===== config.mk =====
export PLATFORM = sky130hd
export DESIGN_NAME = imem_boot_loader
export DESIGN_NICKNAME = d
export VERILOG_FILES = /design/src/rtl/imem_boot_loader_pkg.sv /design/src/rtl/boot_checksum.sv /design/src/rtl/imem_boot_loader.sv
export SDC_FILE = /design/constraint.sdc
export NUM_CORES = 1
export LEC_CHECK = 0
export ABC_AREA = 1
export BUFFER_PORTS_ARGS = -buffer_cell sky130_fd_sc_hd__buf_4
export CELL_PAD_IN_SITES_DETAIL_PLACEMENT = 1
export CELL_PAD_IN_SITES_GLOBAL_PLACEMENT = 2
export CORE_MARGIN = 10
export CORE_UTILIZATION = 33
export DETAILED_ROUTE_END_ITERATION = 10
export GPL_TIMING_DRIVEN = 0
export HOLD_SLACK_MARGIN = 0.12
export PLACE_DENSITY = 0.86
export SLEW_MARGIN = 25
export SYNTH_ARGS = -nofsm -noshare
export SYNTH_HDL_FRONTEND = slang
export SYNTH_SLANG_ARGS = --single-unit

===== constraint.sdc =====
create_clock -name clk -period 2.9 [get_ports clk]
set_clock_uncertainty 0.15 [all_clocks]
set_input_delay 0.58 -clock clk [delete_from_list [all_inputs] [get_ports clk]]
set_output_delay 0.58 -clock clk [all_outputs]
set_load 0.01 [all_outputs]

===== src/rtl/imem_boot_loader_pkg.sv =====
// Shared types and defaults for the instruction memory boot loader.
// State encoding, address defaults and the byte address helper.
package imem_boot_loader_pkg;

  typedef enum logic [2:0] {
    S_IDLE       = 3'd0,
    S_LOAD       = 3'd1,
    S_VERIFY_RD  = 3'd2,
    S_VERIFY_CHK = 3'd3,
    S_DONE       = 3'd4,
    S_ERROR      = 3'd5
  } boot_state_t;

  localparam int unsigned BOOT_STRIDE = 4;
  localparam int unsigned BOOT_BASE   = 0;

  // Byte address of word idx; callers truncate to their port width.
  function automatic logic [31:0] byte_addr(
    input logic [31:0] base,
    input logic [31:0] stride,
    input logic [31:0] idx
  );
    return base + idx * stride;
  endfunction

endpackage


===== src/rtl/boot_checksum.sv =====
// Wrapping word accumulator used for the load and readback checksums.
// Clear wins over enable so a restart never mixes in a stale word.
module boot_checksum #(
  parameter int W = 32
) (
  input  logic         clk,
  input  logic         reset,
  input  logic         clr,
  input  logic         en,
  input  logic [W-1:0] din,
  output logic [W-1:0] sum
);

  // Accumulate with wrap; async active-low clear.
  always_ff @(posedge clk or negedge reset) begin
    if (!reset) begin
      sum <= '0;
    end else if (clr) begin
      sum <= '0;
    end else if (en) begin
      sum <= sum + din;
    end
  end

endmodule


===== src/rtl/imem_boot_loader.sv =====
// Streams a program image into instruction memory, optionally verifies
// it by checksum readback, then releases the core via resetpc.
module imem_boot_loader
  import imem_boot_loader_pkg::*;
#(
  parameter int DATA_W = 32,
  parameter int ADDR_W = 9,
  parameter int DEPTH  = 128,
  parameter int STRIDE = BOOT_STRIDE,
  parameter int BASE   = BOOT_BASE,
  parameter int VERIFY = 1,
  localparam int NW    = $clog2(DEPTH + 1)
) (
  input  logic              clk,
  input  logic              reset,
  input  logic              start,
  input  logic [NW-1:0]     num_words,
  input  logic              in_valid,
  input  logic [DATA_W-1:0] in_data,
  output logic              in_ready,
  output logic              we0,
  output logic [ADDR_W-1:0] wr_addr0,
  output logic [DATA_W-1:0] wr_din0,
  output logic [ADDR_W-1:0] rd_addr,
  input  logic [DATA_W-1:0] rd_data,
  output logic              resetpc,
  output logic              done,
  output logic              error
);

  boot_state_t state, state_nx;

  logic [NW-1:0]     cnt;
  logic [NW-1:0]     idx;
  logic [NW-1:0]     rdk;
  logic              rd_v1;
  logic              rd_v2;
  logic [DATA_W-1:0] sum;
  logic [DATA_W-1:0] vsum;

  logic can_start;
  logic load_go;
  logic hs;
  logic last;
  logic issue;
  logic rd_end;
  logic vacc;

  logic [ADDR_W-1:0] wa;
  logic [ADDR_W-1:0] ra;

  assign in_ready  = (state == S_LOAD);
  assign hs        = in_ready && in_valid;
  assign last      = (idx == cnt - NW'(1));

  assign can_start = start && (state == S_IDLE ||
                               state == S_DONE ||
                               state == S_ERROR);
  assign load_go   = can_start && (num_words != '0) &&
                     (num_words <= NW'(DEPTH));

  // Readback issues one address per cycle; data returns two edges later
  // (registered address, then synchronous memory read).
  assign issue  = (state == S_VERIFY_RD) && (rdk != cnt);
  assign rd_end = (state == S_VERIFY_RD) && (rdk == cnt) &&
                  rd_v2 && !rd_v1;
  assign vacc   = (state == S_VERIFY_RD) && rd_v2;

  assign wa = ADDR_W'(byte_addr(32'(BASE), 32'(STRIDE), 32'(idx)));
  assign ra = ADDR_W'(byte_addr(32'(BASE), 32'(STRIDE), 32'(rdk)));

  // Next-state decode.
  always_comb begin
    state_nx = state;
    unique case (state)
      S_IDLE, S_DONE, S_ERROR: begin
        if (start) begin
          if (num_words == '0) begin
            state_nx = S_DONE;
          end else if (num_words > NW'(DEPTH)) begin
            state_nx = S_ERROR;
          end else begin
            state_nx = S_LOAD;
          end
        end
      end
      S_LOAD: begin
        if (hs && last) begin
          state_nx = (VERIFY != 0) ? S_VERIFY_RD : S_DONE;
        end
      end
      S_VERIFY_RD: begin
        if (rd_end) begin
          state_nx = S_VERIFY_CHK;
        end
      end
      S_VERIFY_CHK: begin
        state_nx = (vsum == sum) ? S_DONE : S_ERROR;
      end
      default: state_nx = S_IDLE;
    endcase
  end

  // State and status flags; flags follow the next state so a restart
  // from DONE drops resetpc in the same edge that enters LOAD.
  always_ff @(posedge clk or negedge reset) begin
    if (!reset) begin
      state   <= S_IDLE;
      resetpc <= 1'b0;
      done    <= 1'b0;
      error   <= 1'b0;
    end else begin
      state   <= state_nx;
      resetpc <= (state_nx == S_DONE);
      done    <= (state_nx == S_DONE);
      error   <= (state_nx == S_ERROR);
    end
  end

  // Word count capture and load/readback indices.
  always_ff @(posedge clk or negedge reset) begin
    if (!reset) begin
      cnt <= '0;
      idx <= '0;
      rdk <= '0;
    end else if (load_go) begin
      cnt <= num_words;
      idx <= '0;
      rdk <= '0;
    end else begin
      if (hs) begin
        idx <= idx + NW'(1);
      end
      if (issue) begin
        rdk <= rdk + NW'(1);
      end
    end
  end

  // Registered write port: one we0 pulse per accepted word.
  always_ff @(posedge clk or negedge reset) begin
    if (!reset) begin
      we0      <= 1'b0;
      wr_addr0 <= '0;
      wr_din0  <= '0;
    end else begin
      we0 <= hs;
      if (hs) begin
        wr_addr0 <= wa;
        wr_din0  <= in_data;
      end
    end
  end

  // Readback address and data-valid pipeline.
  always_ff @(posedge clk or negedge reset) begin
    if (!reset) begin
      rd_addr <= '0;
      rd_v1   <= 1'b0;
      rd_v2   <= 1'b0;
    end else begin
      if (issue) begin
        rd_addr <= ra;
      end
      rd_v1 <= issue;
      rd_v2 <= rd_v1;
    end
  end

  boot_checksum #(.W(DATA_W)) u_load_sum (
    .clk   (clk),
    .reset (reset),
    .clr   (load_go),
    .en    (hs),
    .din   (in_data),
    .sum   (sum)
  );

  boot_checksum #(.W(DATA_W)) u_verify_sum (
    .clk   (clk),
    .reset (reset),
    .clr   (load_go),
    .en    (vacc),
    .din   (rd_data),
    .sum   (vsum)
  );

endmodule


==> impl_metrics.env <==
export IMPL_min_to="wr_din0[26]$_DFFE_PN0P_"
export IMPL_dp_cells=2138
export IMPL_outcome="completed"
export IMPL_p_leak_uw=0.00676
export IMPL_num_vias=10811
export IMPL_yosysTopAreaCell="dfrtp_1"
export IMPL_yosysWarnings=0
export IMPL_path_max_fanout=5
export IMPL_cp_end_kind="register"
export IMPL_grt_pass1_vias=11310
export IMPL_grtUsageTotal_pct=20.0
export IMPL_cts_buffers=17
export IMPL_cts_sinks=142
export IMPL_required_ns=3.07
export IMPL_min_from="in_data[26]"
export IMPL_finalWirelength_um=39100
export IMPL_max_freq_ghz=0.381
export IMPL_cp_start_kind="register"
export IMPL_ys_ff_latch=142
export IMPL_antenna_found_initial=0
export IMPL_start_util_pct=33.5
export IMPL_ys_top_cells_by_count="nand2_1 (573), inv_1 (193), nand3_1 (146)"
export IMPL_root_buffer="clkbuf_16"
export IMPL_relSlewSlack_pct=45.8
export IMPL_routedWlPerCell_um=18.0
export IMPL_nets=1899
export IMPL_clk_latency_ns=0.44
export IMPL_viasPerCell=4.98
export IMPL_h_tree_depth=4
export IMPL_ys_seq_area_share_pct=33.5
export IMPL_setup_viol=0
export IMPL_dieArea_um2=39700
export IMPL_synth_top_area_share_pct=33.5
export IMPL_netlist_top_cells_area="dfrtp_1 (34%), nand2_1 (20%), ha_1 (7.7%)"
export IMPL_ys_flop_type="dfrtp_1"
export IMPL_core_area_um2=31600
export IMPL_postLayoutCoreUtil_pct=40.2
export IMPL_diodes=0
export IMPL_synth_most_common_cell="nand2_1"
export IMPL_final_antenna_net_count=0
export IMPL_rows=65
export IMPL_wl_met2_um=17800
export IMPL_vdd_drop_max_mv=0.479
export IMPL_r2r_setup_slack_ns=0.28
export IMPL_p_per_area_nw_per_um2=864
export IMPL_synth_edff_count=0
export IMPL_crit_start="u_load_sum.sum[0]$_DFFE_PN0P_"
export IMPL_synthCells=1606
export IMPL_cts_tree="built"
export IMPL_r2r_end="u_load_sum.sum[30]$_DFFE_PN0P_"
export IMPL_syn_to_final_growth_pct=19.9
export IMPL_avgSynthCellArea_um2=6.60
export IMPL_seq_area_um2=3550
export IMPL_drive_gt1_share_pct=11.7
export IMPL_grt_first_pass_wirelength_um=62000
export IMPL_fin_crit_sh_pct=90.5
export IMPL_path_class="reg2reg"
export IMPL_drt_iter0_drc=532
export IMPL_synth_area_um2=10600
export IMPL_drc_errors=0
export IMPL_r2r_start="u_load_sum.sum[0]$_DFFE_PN0P_"
export IMPL_clkSlewWorstSetupHoldPaths_ns=0.06
export IMPL_nFillCells=4143
export IMPL_ios=131
export IMPL_routed_top_layer="met4"
export IMPL_postLayoutCellArea_um2=12700
export IMPL_firstDrtPassIters=5
export IMPL_port_buffers=126
export IMPL_r2r_cells=13
export IMPL_fp_dieH_um=199
export IMPL_crit_arrival_ns=2.79
export IMPL_place_area_um2=12100
export IMPL_synthArstFlopShare_pct=100
export IMPL_finalHoldViolCount=0
export IMPL_whs_path_depth=3
export IMPL_grt_max_degree=84
export IMPL_hold_path_class="in2reg"
export IMPL_slew_violations=0
export IMPL_drt_met1_wl_um=19200
export IMPL_grt_overflow=0
export IMPL_chipWidth_um=199
export IMPL_dr_wl_met3_um=1370
export IMPL_gp_congestion=0.865
export IMPL_period_minus_slack_ns=2.62
export IMPL_dp_hpwl_um=32200
export IMPL_hold_slack_ns=0.203
export IMPL_stdcell_count=2171
export IMPL_cap_violations=0
export IMPL_setup_tns_ns=0
export IMPL_ys_types=39
export IMPL_cts_setup_buffers=0
export IMPL_rsz0062_at_grt="no"
export IMPL_cts_max_path_buffers=2
export IMPL_multi_input_area_um2=6140
export IMPL_worst_pin_slew_ns=0.813
-- worst max-delay path by stage --
stage	endpoint	slack, ns	depth (start not counted)
detailed placement	u_load_sum.sum[30]$_DFFE_PN0P_	0.04	14
finish	u_load_sum.sum[30]$_DFFE_PN0P_	0.28	13
floorplan	u_verify_sum.sum[22]$_DFFE_PN0P_	0.64	13
global placement	u_load_sum.sum[30]$_DFFE_PN0P_	0.05	14
global route	u_load_sum.sum[30]$_DFFE_PN0P_	0.07	13
CTS	u_load_sum.sum[30]$_DFFE_PN0P_	0.29	13
-- logic make-up (layout without fill, tap and decap cells) --
| logic type | count (synthesis) | count (layout) | share of synthesized area, % |
|---|---|---|---|
| other cells | 1 | 4 | 0.0354 |
| fa+ha+maj | 67 | 67 | 8.05 |
| simple gates | 903 | 903 | 35.5 |
| xor+xnor | 46 | 46 | 3.80 |
| flops | 142 | 142 | 33.5 |
| buf+inv | 235 | 395 | 8.71 |
| compound gates | 212 | 212 | 10.4 |
-- placed cells by master, fill, tap and decap left out, drive strengths merged, types with 14 or more instances in the layout --
cell    Yosys  final
inv       200    201
nor2      128    128
buf        29    156
xnor2      32     32
xor2       14     14
a21oi      89     89
dfrtp     142    142
nand2     577    577
nor3       15     15
clkbuf      6     26
o21ai     105    105
nand3     147    147
nand4      17     17
ha         65     65
-- stage by stage --
step	total power, uW	setup WS [ns]
2_1_floorplan	6660	0.639
3_3_place_gp	8540	0.0488
3_5_place_dp	8730	0.0449
4_1_cts	11100	0.292
5_1_grt	11900	0.0717
6_report	11000	0.275
-- layer usage --
| metal | up-vias | global-route usage, % |
|---|---|---|
| li1 | 5442 | - |
| met1 | 5183 | 27.2 |
| met2 | 151 | 32.4 |
| met3 | 35 | 2.59 |
| met4 | 0 | 5.43 |
| met5 | - | 0 |
-- cell type report --
class	count	area share, %
multi-input cells	1232	48.3
clock inverters	12	1.07
plain buffers	35	1.36
clock buffers	20	3.67
repair buffers	128	7.80
flip-flops and latches	142	28.0
well taps	402	3.96
inverters	200	5.91
-- report_power, final --
part | internal, uW | switching, uW
clock | 1340 | 923
sequential | 2600 | 714
combinational | 2000 | 3410
total | 5940 | 5050
-- what timing repair did --
item                                   in CTS  in global routing
hold buffers                                1                  0
setup endpoints to repair                   0                  0
gates resized for setup                     0                  0
endpoints found under the hold margin      59                  0
-- critical path: stages (launching register included) --
cell and delay (ns):
dfrtp_1 0.39, ha_1 0.19, inv_1 0.06, fa_1 0.45, o21ai_2 0.32, nand2_1 0.08, nand2_1 0.13, nand2_1 0.07
nand2_1 0.21, nand2_1 0.13, nand2_1 0.08, nand2_1 0.05, nand3_1 0.13, nand2_1 0.07
-- flip-flops by register name (all words and copies together), names as in the netlist, 3 cells and up --
register / flops
state: 3
u_load_sum.sum: 32
cnt: 8
u_verify_sum.sum: 32
rdk: 8
wr_din0: 32
idx: 8
rd_addr: 7
wr_addr0: 7
Note: power is estimated with default switching activity, not from simulation.
